==> config.mk <==
export PLATFORM = sky130hd
export DESIGN_NAME = hub75_line_shifter_flat
export DESIGN_NICKNAME = d
export VERILOG_FILES = /design/src/rtl/hub75_pkg.sv /design/src/rtl/hub75_line_shifter_if.sv /design/src/rtl/hub75_plane_select.sv /design/src/rtl/hub75_line_shifter.sv /design/src/flat_wrapper.sv
export SDC_FILE = /design/constraint.sdc
export NUM_CORES = 1
export LEC_CHECK = 0
export ABC_CLOCK_PERIOD_IN_PS = 4800
export BUFFER_PORTS_ARGS = -buffer_cell sky130_fd_sc_hd__buf_2
export CAP_MARGIN = 0
export CORE_AREA = 8 8 66 68
export CTS_BUF_LIST = sky130_fd_sc_hd__clkbuf_2
export DETAILED_ROUTE_END_ITERATION = 16
export DIE_AREA = 0 0 74 76
export PLACE_DENSITY = 0.89
export SYNTH_ARGS = -nofsm -noshare
export SYNTH_HDL_FRONTEND = slang
export SYNTH_HIERARCHICAL = 1
export SYNTH_SLANG_ARGS = --single-unit
==> constraint.sdc <==
create_clock -name clk -period 4.8 [get_ports clk]
set_input_delay 0.48 -clock clk [delete_from_list [all_inputs] [get_ports clk]]
set_output_delay 0.48 -clock clk [all_outputs]
set_load 0.05 [all_outputs]
==> src/rtl/hub75_pkg.sv <==
// hub75_pkg: shared FSM encoding, default geometry and word bit-index helper for the HUB75 line shifter
package hub75_pkg;

    localparam int DEF_N_BANKS     = 2;
    localparam int DEF_N_CHANS     = 3;
    localparam int DEF_N_PLANES    = 8;
    localparam int DEF_N_COLS      = 64;
    localparam int DEF_ADDR_WIDTH  = 6;
    localparam int DEF_PLANE_WIDTH = 3;

    localparam logic [1:0] S_IDLE  = 2'd0;
    localparam logic [1:0] S_SHIFT = 2'd1;
    localparam logic [1:0] S_DRAIN = 2'd2;
    localparam logic [1:0] S_DONE  = 2'd3;

    // Position of one plane bit of one bank/channel inside a line-buffer word
    function automatic int bit_idx(input int bank, input int chan, input int plane,
                                   input int n_chans, input int n_planes);
        return (bank * n_chans + chan) * n_planes + plane;
    endfunction

endpackage

==> src/rtl/hub75_line_shifter_if.sv <==
// hub75_line_shifter_if: control, line-buffer read and panel shift signals; ctrl_rev exists only with HUB75_LINE_SHIFTER_REVERSE_EN
interface hub75_line_shifter_if import hub75_pkg::*; #(
    parameter int N_BANKS     = DEF_N_BANKS,
    parameter int N_CHANS     = DEF_N_CHANS,
    parameter int N_PLANES    = DEF_N_PLANES,
    parameter int ADDR_WIDTH  = DEF_ADDR_WIDTH,
    parameter int PLANE_WIDTH = DEF_PLANE_WIDTH
);
    logic                                  ctrl_go;
    logic [PLANE_WIDTH-1:0]                ctrl_plane;
`ifdef HUB75_LINE_SHIFTER_REVERSE_EN
    logic                                  ctrl_rev;
`endif
    logic                                  ctrl_rdy;
    logic                                  ctrl_done;
    logic [ADDR_WIDTH-1:0]                 lb_rd_addr;
    logic                                  lb_rd_ena;
    logic [N_BANKS*N_CHANS*N_PLANES-1:0]   lb_rd_data;
    logic [N_BANKS*N_CHANS-1:0]            phy_data;
    logic                                  phy_clk;

    modport slave (
`ifdef HUB75_LINE_SHIFTER_REVERSE_EN
        input  ctrl_rev,
`endif
        input  ctrl_go, ctrl_plane, lb_rd_data,
        output ctrl_rdy, ctrl_done, lb_rd_addr, lb_rd_ena, phy_data, phy_clk
    );

    modport master (
`ifdef HUB75_LINE_SHIFTER_REVERSE_EN
        output ctrl_rev,
`endif
        output ctrl_go, ctrl_plane, lb_rd_data,
        input  ctrl_rdy, ctrl_done, lb_rd_addr, lb_rd_ena, phy_data, phy_clk
    );

endinterface

==> src/rtl/hub75_plane_select.sv <==
// hub75_plane_select: combinational pick of one bitplane bit for every bank/channel of a line-buffer word
module hub75_plane_select import hub75_pkg::*; #(
    parameter int N_BANKS     = DEF_N_BANKS,
    parameter int N_CHANS     = DEF_N_CHANS,
    parameter int N_PLANES    = DEF_N_PLANES,
    parameter int PLANE_WIDTH = DEF_PLANE_WIDTH
) (
    input  logic [N_BANKS*N_CHANS*N_PLANES-1:0] word,
    input  logic [PLANE_WIDTH-1:0]              plane,
    output logic [N_BANKS*N_CHANS-1:0]          bits
);

    for (genvar b = 0; b < N_BANKS; b++) begin : g_b
        for (genvar c = 0; c < N_CHANS; c++) begin : g_c
            logic [N_PLANES-1:0] chunk;
            assign chunk = word[bit_idx(b, c, 0, N_CHANS, N_PLANES) +: N_PLANES];
            // Out-of-range planes read as zero so the line still shifts with defined levels
            assign bits[b*N_CHANS+c] = (int'(plane) < N_PLANES) ? chunk[plane] : 1'b0;
        end
    end

endmodule

==> src/rtl/hub75_line_shifter.sv <==
// hub75_line_shifter: scans one line-buffer line per go and shifts one bitplane to the panel; HUB75_LINE_SHIFTER_REVERSE_EN adds descending column order
module hub75_line_shifter import hub75_pkg::*; #(
    parameter int N_BANKS     = DEF_N_BANKS,
    parameter int N_CHANS     = DEF_N_CHANS,
    parameter int N_PLANES    = DEF_N_PLANES,
    parameter int N_COLS      = DEF_N_COLS,
    parameter int ADDR_WIDTH  = DEF_ADDR_WIDTH,
    parameter int PLANE_WIDTH = DEF_PLANE_WIDTH
) (
    input logic                clk,
    input logic                rst_n,
    hub75_line_shifter_if.slave bus
);

    localparam logic [ADDR_WIDTH:0]   LAST_COL  = (ADDR_WIDTH+1)'(N_COLS - 1);
    localparam logic [ADDR_WIDTH-1:0] LAST_ADDR = ADDR_WIDTH'(N_COLS - 1);

    logic [1:0]                 state, state_n;
    logic                       phase, phase_n;
    logic [ADDR_WIDTH:0]        col, col_n;
    logic [PLANE_WIDTH-1:0]     plane;
    logic                       accept, rev_n, ena_n;
    logic [ADDR_WIDTH-1:0]      addr_n;
    logic                       rd_vld, ld;
    logic [N_BANKS*N_CHANS-1:0] sel;

    assign accept = (state == S_IDLE) && bus.ctrl_go;

`ifdef HUB75_LINE_SHIFTER_REVERSE_EN
    logic rev;
    assign rev_n = accept ? bus.ctrl_rev : rev;
    // Scan direction is fixed for the whole line once go is accepted
    always_ff @(posedge clk) begin
        if (!rst_n) rev <= 1'b0;
        else        rev <= rev_n;
    end
`else
    assign rev_n = 1'b0;
`endif

    // Next-state logic: two cycles per column, drain waits for the final phy_clk high
    always_comb begin
        state_n = state;
        phase_n = phase;
        col_n   = col;
        if (accept) begin
            state_n = S_SHIFT;
            phase_n = 1'b0;
            col_n   = '0;
        end else if (state == S_SHIFT) begin
            phase_n = ~phase;
            if (phase) begin
                col_n = col + 1'b1;
                if (col == LAST_COL) state_n = S_DRAIN;
            end
        end else if (state == S_DRAIN && bus.phy_clk) begin
            state_n = S_DONE;
        end else if (state == S_DONE) begin
            state_n = S_IDLE;
        end
    end

    assign ena_n  = (state_n == S_SHIFT) && !phase_n;
    assign addr_n = rev_n ? LAST_ADDR - col_n[ADDR_WIDTH-1:0] : col_n[ADDR_WIDTH-1:0];

    // Control registers; outputs are computed from next state so they line up with it
    always_ff @(posedge clk) begin
        if (!rst_n) begin
            state          <= S_IDLE;
            phase          <= 1'b0;
            col            <= '0;
            plane          <= '0;
            bus.ctrl_rdy   <= 1'b1;
            bus.ctrl_done  <= 1'b0;
            bus.lb_rd_ena  <= 1'b0;
            bus.lb_rd_addr <= '0;
        end else begin
            state          <= state_n;
            phase          <= phase_n;
            col            <= col_n;
            if (accept) plane <= bus.ctrl_plane;
            bus.ctrl_rdy   <= (state_n == S_IDLE);
            bus.ctrl_done  <= (state_n == S_DONE);
            bus.lb_rd_ena  <= ena_n;
            if (ena_n) bus.lb_rd_addr <= addr_n;
        end
    end

    hub75_plane_select #(
        .N_BANKS    (N_BANKS),
        .N_CHANS    (N_CHANS),
        .N_PLANES   (N_PLANES),
        .PLANE_WIDTH(PLANE_WIDTH)
    ) u_sel (
        .word (bus.lb_rd_data),
        .plane(plane),
        .bits (sel)
    );

    // Data pipeline: read data lands one cycle after enable, is registered, then clocked high a cycle later
    always_ff @(posedge clk) begin
        if (!rst_n) begin
            rd_vld       <= 1'b0;
            ld           <= 1'b0;
            bus.phy_clk  <= 1'b0;
            bus.phy_data <= '0;
        end else begin
            rd_vld       <= bus.lb_rd_ena;
            ld           <= rd_vld;
            bus.phy_clk  <= ld;
            if (rd_vld) bus.phy_data <= sel;
        end
    end

endmodule

==> src/flat_wrapper.sv <==
// flat-port wrapper written by rule: the top's interface ports become plain ports
module hub75_line_shifter_flat import hub75_pkg::*;
#(
    parameter int N_BANKS     = DEF_N_BANKS,
    parameter int N_CHANS     = DEF_N_CHANS,
    parameter int N_PLANES    = DEF_N_PLANES,
    parameter int N_COLS      = DEF_N_COLS,
    parameter int ADDR_WIDTH  = DEF_ADDR_WIDTH,
    parameter int PLANE_WIDTH = DEF_PLANE_WIDTH
)
  (clk, rst_n, bus_ctrl_go, bus_ctrl_plane, bus_lb_rd_data, bus_ctrl_rdy, bus_ctrl_done, bus_lb_rd_addr, bus_lb_rd_ena, bus_phy_data, bus_phy_clk);
  hub75_line_shifter_if #(.N_BANKS(N_BANKS), .N_CHANS(N_CHANS), .N_PLANES(N_PLANES), .ADDR_WIDTH(ADDR_WIDTH), .PLANE_WIDTH(PLANE_WIDTH)) bus_i ();
  input logic clk;
  input logic rst_n;
  input wire logic [$bits(bus_i.ctrl_go)-1:0] bus_ctrl_go;
  input wire logic [$bits(bus_i.ctrl_plane)-1:0] bus_ctrl_plane;
  input wire logic [$bits(bus_i.lb_rd_data)-1:0] bus_lb_rd_data;
  output wire logic [$bits(bus_i.ctrl_rdy)-1:0] bus_ctrl_rdy;
  output wire logic [$bits(bus_i.ctrl_done)-1:0] bus_ctrl_done;
  output wire logic [$bits(bus_i.lb_rd_addr)-1:0] bus_lb_rd_addr;
  output wire logic [$bits(bus_i.lb_rd_ena)-1:0] bus_lb_rd_ena;
  output wire logic [$bits(bus_i.phy_data)-1:0] bus_phy_data;
  output wire logic [$bits(bus_i.phy_clk)-1:0] bus_phy_clk;
  assign bus_i.ctrl_go = bus_ctrl_go;
  assign bus_i.ctrl_plane = bus_ctrl_plane;
  assign bus_i.lb_rd_data = bus_lb_rd_data;
  assign bus_ctrl_rdy = bus_i.ctrl_rdy;
  assign bus_ctrl_done = bus_i.ctrl_done;
  assign bus_lb_rd_addr = bus_i.lb_rd_addr;
  assign bus_lb_rd_ena = bus_i.lb_rd_ena;
  assign bus_phy_data = bus_i.phy_data;
  assign bus_phy_clk = bus_i.phy_clk;
  hub75_line_shifter #(.N_BANKS(N_BANKS), .N_CHANS(N_CHANS), .N_PLANES(N_PLANES), .N_COLS(N_COLS), .ADDR_WIDTH(ADDR_WIDTH), .PLANE_WIDTH(PLANE_WIDTH)) u_core (.clk(clk), .rst_n(rst_n), .bus(bus_i));
endmodule
# Word-level counts from Yosys, hierarchy flattened
# Index checks and enable logic that the tools add are counted.
dict set report word_totals {
  word_cells 54
  in_bits 54
  out_inout_bits 16
  ff_bits 31
}
dict set report op_classes {
  magnitude_cmp 1
  muxes 23
  addsub 1
  n_bitwise 2
  reduce_logical 8
  n_eq_ne 6
}
# op n
set op_table {}
lappend op_table {{$bmux W1 S3} 6}
lappend op_table {{$mux W6} 3}
lappend op_table {{$mux W2} 6}
lappend op_table {{$mux W1} 8}
lappend op_table {{$add A7 B1 Y7 const B} 1}
lappend op_table {{$eq A7 B6 Y1 const B} 1}
lappend op_table {{$eq A2 B2 Y1 const B} 3}
lappend op_table {{$eq A2 B1 Y1 const B} 2}
lappend op_table {{$logic_not A2 Y1} 2}
lappend op_table {{$lt A3 B4 Y1 const B} 1}
lappend op_table {{$logic_and A1 B1 Y1} 3}
lappend op_table {{$not A1 Y1} 2}
lappend op_table {{$reduce_and A2 Y1} 1}
lappend op_table {{$reduce_or A2 Y1} 1}
lappend op_table {{$logic_not A1 Y1} 1}

# Longest topological paths before layout
dict set report depth {
  word_depth 7
  depth_mapped 7
  depth_no_buf 6
}

# By module
# Netlist, hierarchy kept.
# module n_inst seq_area_each_um2 area_per_inst_um2 cells_each
set modules_own_cells {}
lappend modules_own_cells {hub75_line_shifter 1 620.6 1211.2 112}
lappend modules_own_cells {hub75_plane_select 1 0.0 401.6 21}

# Least setup slack after synthesis
# Ideal clock, no wire load.
dict set report synth_timing {
  path_kind {flip-flop to flip-flop}
  start {reg u_core.state[1]}
  end {reg u_core.bus.lb_rd_addr[4]}
  arrival_time_ps 1707
  required_ps 4741
  n_path_buf 0
  path_stages_with_launch 6
  synth_period_minus_slack_ps 1766
  setup_time_ps 59
  setup_slack_ps 3034
  path_cell_list {dfxtp_1 nand2b_1 clkinv_1 ha_1 o31ai_1 o22a_1}
}
dict set report synth_between {
  elab_chain_cells 7
  word_cells_on_any_way 19
  classes_between {eq/ne (4); mux (10); reduce/logical (5)}
}
# item line_no
set synth_rtl {}
lappend synth_rtl {{start: declaration} hub75_line_shifter.sv:18} ;# logic [1:0] state, state_n;
lappend synth_rtl {{start signal: assignment} hub75_line_shifter.sv:78} ;# state <= state_n;
lappend synth_rtl {{$eq A2 B2 Y1 (on tied branches)} {hub75_line_shifter.sv:58, hub75_line_shifter.sv:56}}
lappend synth_rtl {{$mux W2 or $logic_and A1 B1 Y1 (tied branches)} {hub75_line_shifter.sv:58, hub75_line_shifter.sv:56}}
lappend synth_rtl {{$mux W2} hub75_line_shifter.sv:56} ;# end else if (state == S_DRAIN && bus.phy_clk) begin
lappend synth_rtl {{$mux W2} hub75_line_shifter.sv:50} ;# end else if (state == S_SHIFT) begin
lappend synth_rtl {{$mux W2} hub75_line_shifter.sv:46} ;# if (accept) begin
lappend synth_rtl {{$eq A2 B1 Y1} hub75_line_shifter.sv:63} ;# assign ena_n = (state_n == S_SHIFT) && !phase_n;
lappend synth_rtl {{$logic_and A1 B1 Y1} hub75_line_shifter.sv:63}
lappend synth_rtl {{end signal: assignment} hub75_line_shifter.sv:85} ;# if (ena_n) bus.lb_rd_addr <= addr_n;
lappend synth_rtl {{end: declaration} hub75_line_shifter_if.sv:27} ;# output ctrl_rdy, ctrl_done, lb_rd_addr, lb_rd_ena, phy_data, phy_clk
# Several ways; a longest one is shown, not always the timed one.
# A chain may end at the register's enable or synchronous reset.

# Final worst setup path
dict set report layout_timing {
  start {reg u_core.state[1]}
  end {reg u_core.bus.lb_rd_addr[2]}
}
# The elaborated chain is that of the path after synthesis.

==> results.py <==
metrics = {
    "drt": {
        "wl_per_cell_um": 15.74,
        "drtIter0Drc": 81,
        "first_pass_iters": 4,
        "drt_wl_total_um": 3903,
        "vias_per_cell": 5.173,
        "final_antenna_net_count": 0,
        "drc": 0,
        "via_count": 1283,
    },
    "placement": {
        "port-buffer-count": 69,
        "place_area_um2": 1976,
        "hpwl_um": 3168,
        "gp_congestion": 0.7441,
    },
    "clock_tree": {
        "htreeDepth": 2,
        "clk_latency_ns": 0.34,
        "cts_buffers": 5,
        "clock_path_buffers": 2,
        "cts_setup_buffers": 0,
        "clkSinkCount": 31,
        "root_buffer": "clkbuf_2",
        "cts_tree": "done",
        "cts.clk_slew.worst_paths_ns": 0.14,
        "cts_hold_buf": 0,
        "ctsResizeCount": 0,
    },
    "floorplan": {
        "fp-row-count": 22,
        "die-area_um2": 5624,
        "die_w_um": 74,
        "io_pins": 70,
        "initial_core_util_pct": 46.87,
        "die_height_um": 76,
        "coreArea_um2": 3441,
    },
    "finish": {
        "fin_nets": 257,
        "regArea_um2": 620.6,
        "design_area_um2": 2006,
        "final_common_cell": "buf_2",
        "fillers": 309,
        "multiInputGateArea_um2": 942.2,
        "syn_to_final_growth_pct": 24.36,
        "insertedDiodeCount": 0,
        "final_cell_mix": "buf_2, dfxtp_1, nor2b_1",
        "drive_gt1_share_pct": 43.00,
        "post-route-util_pct": 58.29,
    },
    "status": {
        "status": "finished, final reports clean",
    },
    "setup_path": {
        "max_stage_delay_ns": 0.70,
        "arrival_ns": 2.38,
        "cpMaxStageDelayCell": "o31ai_1",
        "crit_chain": "nand2b_1 -> clkinv_1 -> ha_1 -> o31ai_1 -> o22a_1",
        "critical_path_buf_inv_count": 1,
        "cp.required_ns": 5.08,
        "startpoint_type": "register",
        "cp_max_fo": 9,
        "critPathKind": "register to register",
        "crit_family": "compound AO/OA/AOI/OAI gates",
        "rrSetupSlack_ns": 2.70,
        "end_kind": "register",
    },
    "synthesis": {
        "synth_compound_area_share_pct": 9.542,
        "synth_top_cell_area_share_pct": 38.48,
        "syn_area_per_cell_um2": 12.13,
        "synth-xor-area-share_pct": 1.086,
        "synth_top_family_by_area": "multiplexers",
        "synth_area_um2": 1613,
        "synth_adder_area_share_pct": 1.552,
        "synthMuxAreaShare_pct": 29.33,
        "yosysUniqueCellTypes": 34,
        "yosysWarnings": 6,
        "syn-num-nets": 189,
        "yosysTopAreaCell": "dfxtp_1",
        "synthSimpleGateAreaFrac_pct": 16.91,
        "synthCells": 133,
        "seq_area_frac_synth_pct": 38.48,
        "synth.area.top_cells": "dfxtp_1, mux4_1, mux2i_1",
        "yosys_register_bits": 31,
    },
    "global_route": {
        "grt_pass1_vias": 1374,
        "grt_usage_pct": 14.34,
        "grt_pass1_wl_um": 6292,
        "grt_max_degree": 21,
        "overflow": 0,
        "antenna_found_initial": 0,
    },
    "timing": {
        "setup_viol": 0,
        "period_share_pct": 43.78,
        "max_freq_ghz": 0.4759,
        "fin_hold_ws_ns": 0.3947,
        "setup_tns_ns": 0,
        "slew-limit-headroom_pct": 47.06,
        "hold_viol_final": 0,
        "rsz0062_at_grt": "no",
        "fin_crit_ns": 2.101,
        "max_slew.worst_pin.slew_ns": 0.7874,
        "finClkSkew_ns": 0.01448,
        "slew_violations": 0,
    },
    "min_path": {
        "hold_path.class": "input port to register",
    },
    "power_and_ir_drop": {
        "max-vdd-ir-drop_v": 0.0001331,
        "p_per_area_nw_per_um2": 258.3,
        "total_power_mw": 0.5181,
        "p_leak_nw": 0.9218,
    },
    "flow_run": {
        "max-cap-violations": 0,
    },
}
-- final timing paths --
check / cells past startpoint / from / endpoint
worst max-delay path: 5 / u_core/state[1]$_SDFF_PN0_ / u_core/bus.lb_rd_addr[2]$_SDFFE_PN0P_
worst min-delay path: 3 / bus_ctrl_plane[0] / u_core/plane[0]$_SDFFE_PN0N_
worst max register to register: 5 / u_core/state[1]$_SDFF_PN0_ / u_core/bus.lb_rd_addr[2]$_SDFFE_PN0P_
worst min register to register: 1 / u_core/ld$_SDFF_PN0_ / u_core/bus.phy_clk$_SDFF_PN0_
-- synthesized netlist by cell type (all sizes together) --
cell type	count
nor3	1
inv	1
mux4	12
ha	2
clkbuf	4
o21ai	4
mux2i	9
nand4b	2
nor2b	13
o311a	2
or3b	1
o31ai	2
clkinv	1
a21oi	7
nand3b	1
or3	3
nand3	4
dfxtp	31
nor2	3
mux2	6
and3	2
or4	1
o22a	6
nand2b	1
and2	4
buf	4
nand2	4
xor2	2
-- worst register-to-register path, delay by kind of cell, from the launching register on --
kind / cells / cell delay, ns
compound gates: 2 / 0.93
fa+ha+maj: 1 / 0.32
buf+inv: 1 / 0.12
flops: 1 / 0.48
simple gates: 1 / 0.20
-- where the power goes --
group          internal [mW]  switching (mW)  total, mW
clock                 0.0330          0.0762      0.109
combinational         0.0587          0.0640      0.123
sequential             0.271          0.0157      0.286
-- cell type report --
cell class / instances / area share [%]
multi-input cells: 92 / 46.97
flip-flops and latches: 31 / 30.94
repair buffers: 69 / 17.22
well taps: 48 / 2.994
clock buffers: 6 / 1.497
inverters: 2 / 0.3743
-- cells by family (layout without fill, tap and decap cells) --
| logic type | Yosys count | after routing |
|---|---|---|
| simple gates | 40 | 40 |
| flops | 31 | 31 |
| mux | 27 | 27 |
| compound gates | 21 | 21 |
| buf+inv | 10 | 77 |
| fa+ha+maj | 2 | 2 |
| xor+xnor | 2 | 2 |
-- flip-flops by register name, indices dropped and copies added (netlist names) --
| register | flops |
|---|---|
| u_core/bus.phy_clk | 1 |
| u_core/ld | 1 |
| u_core/state | 2 |
| u_core/bus.ctrl_rdy | 1 |
| u_core/bus.ctrl_done | 1 |
| u_core/bus.lb_rd_addr | 6 |
| u_core/bus.lb_rd_ena | 1 |
| u_core/col | 7 |
| u_core/bus.phy_data | 6 |
| u_core/plane | 3 |
| u_core/phase | 1 |
| u_core/rd_vld | 1 |
-- metrics by stage --
step           setup WS [ns]  std cells
5_1_grt                2.550        248
3_5_place_dp           2.755        242
6_report               2.699        248
2_1_floorplan          3.034        133
3_3_place_gp           2.830        242
4_1_cts                2.701        248
-- routing by layer --
metal	vias up	part of all wire, %	global-route usage (%)
met5	-	0	0
met4	0	2.0	8.000
met3	6	6.7	5.263
met2	48	52	23.50
met1	588	39	15.19
li1	641	-	-
Power figures use the tool's default switching activity.
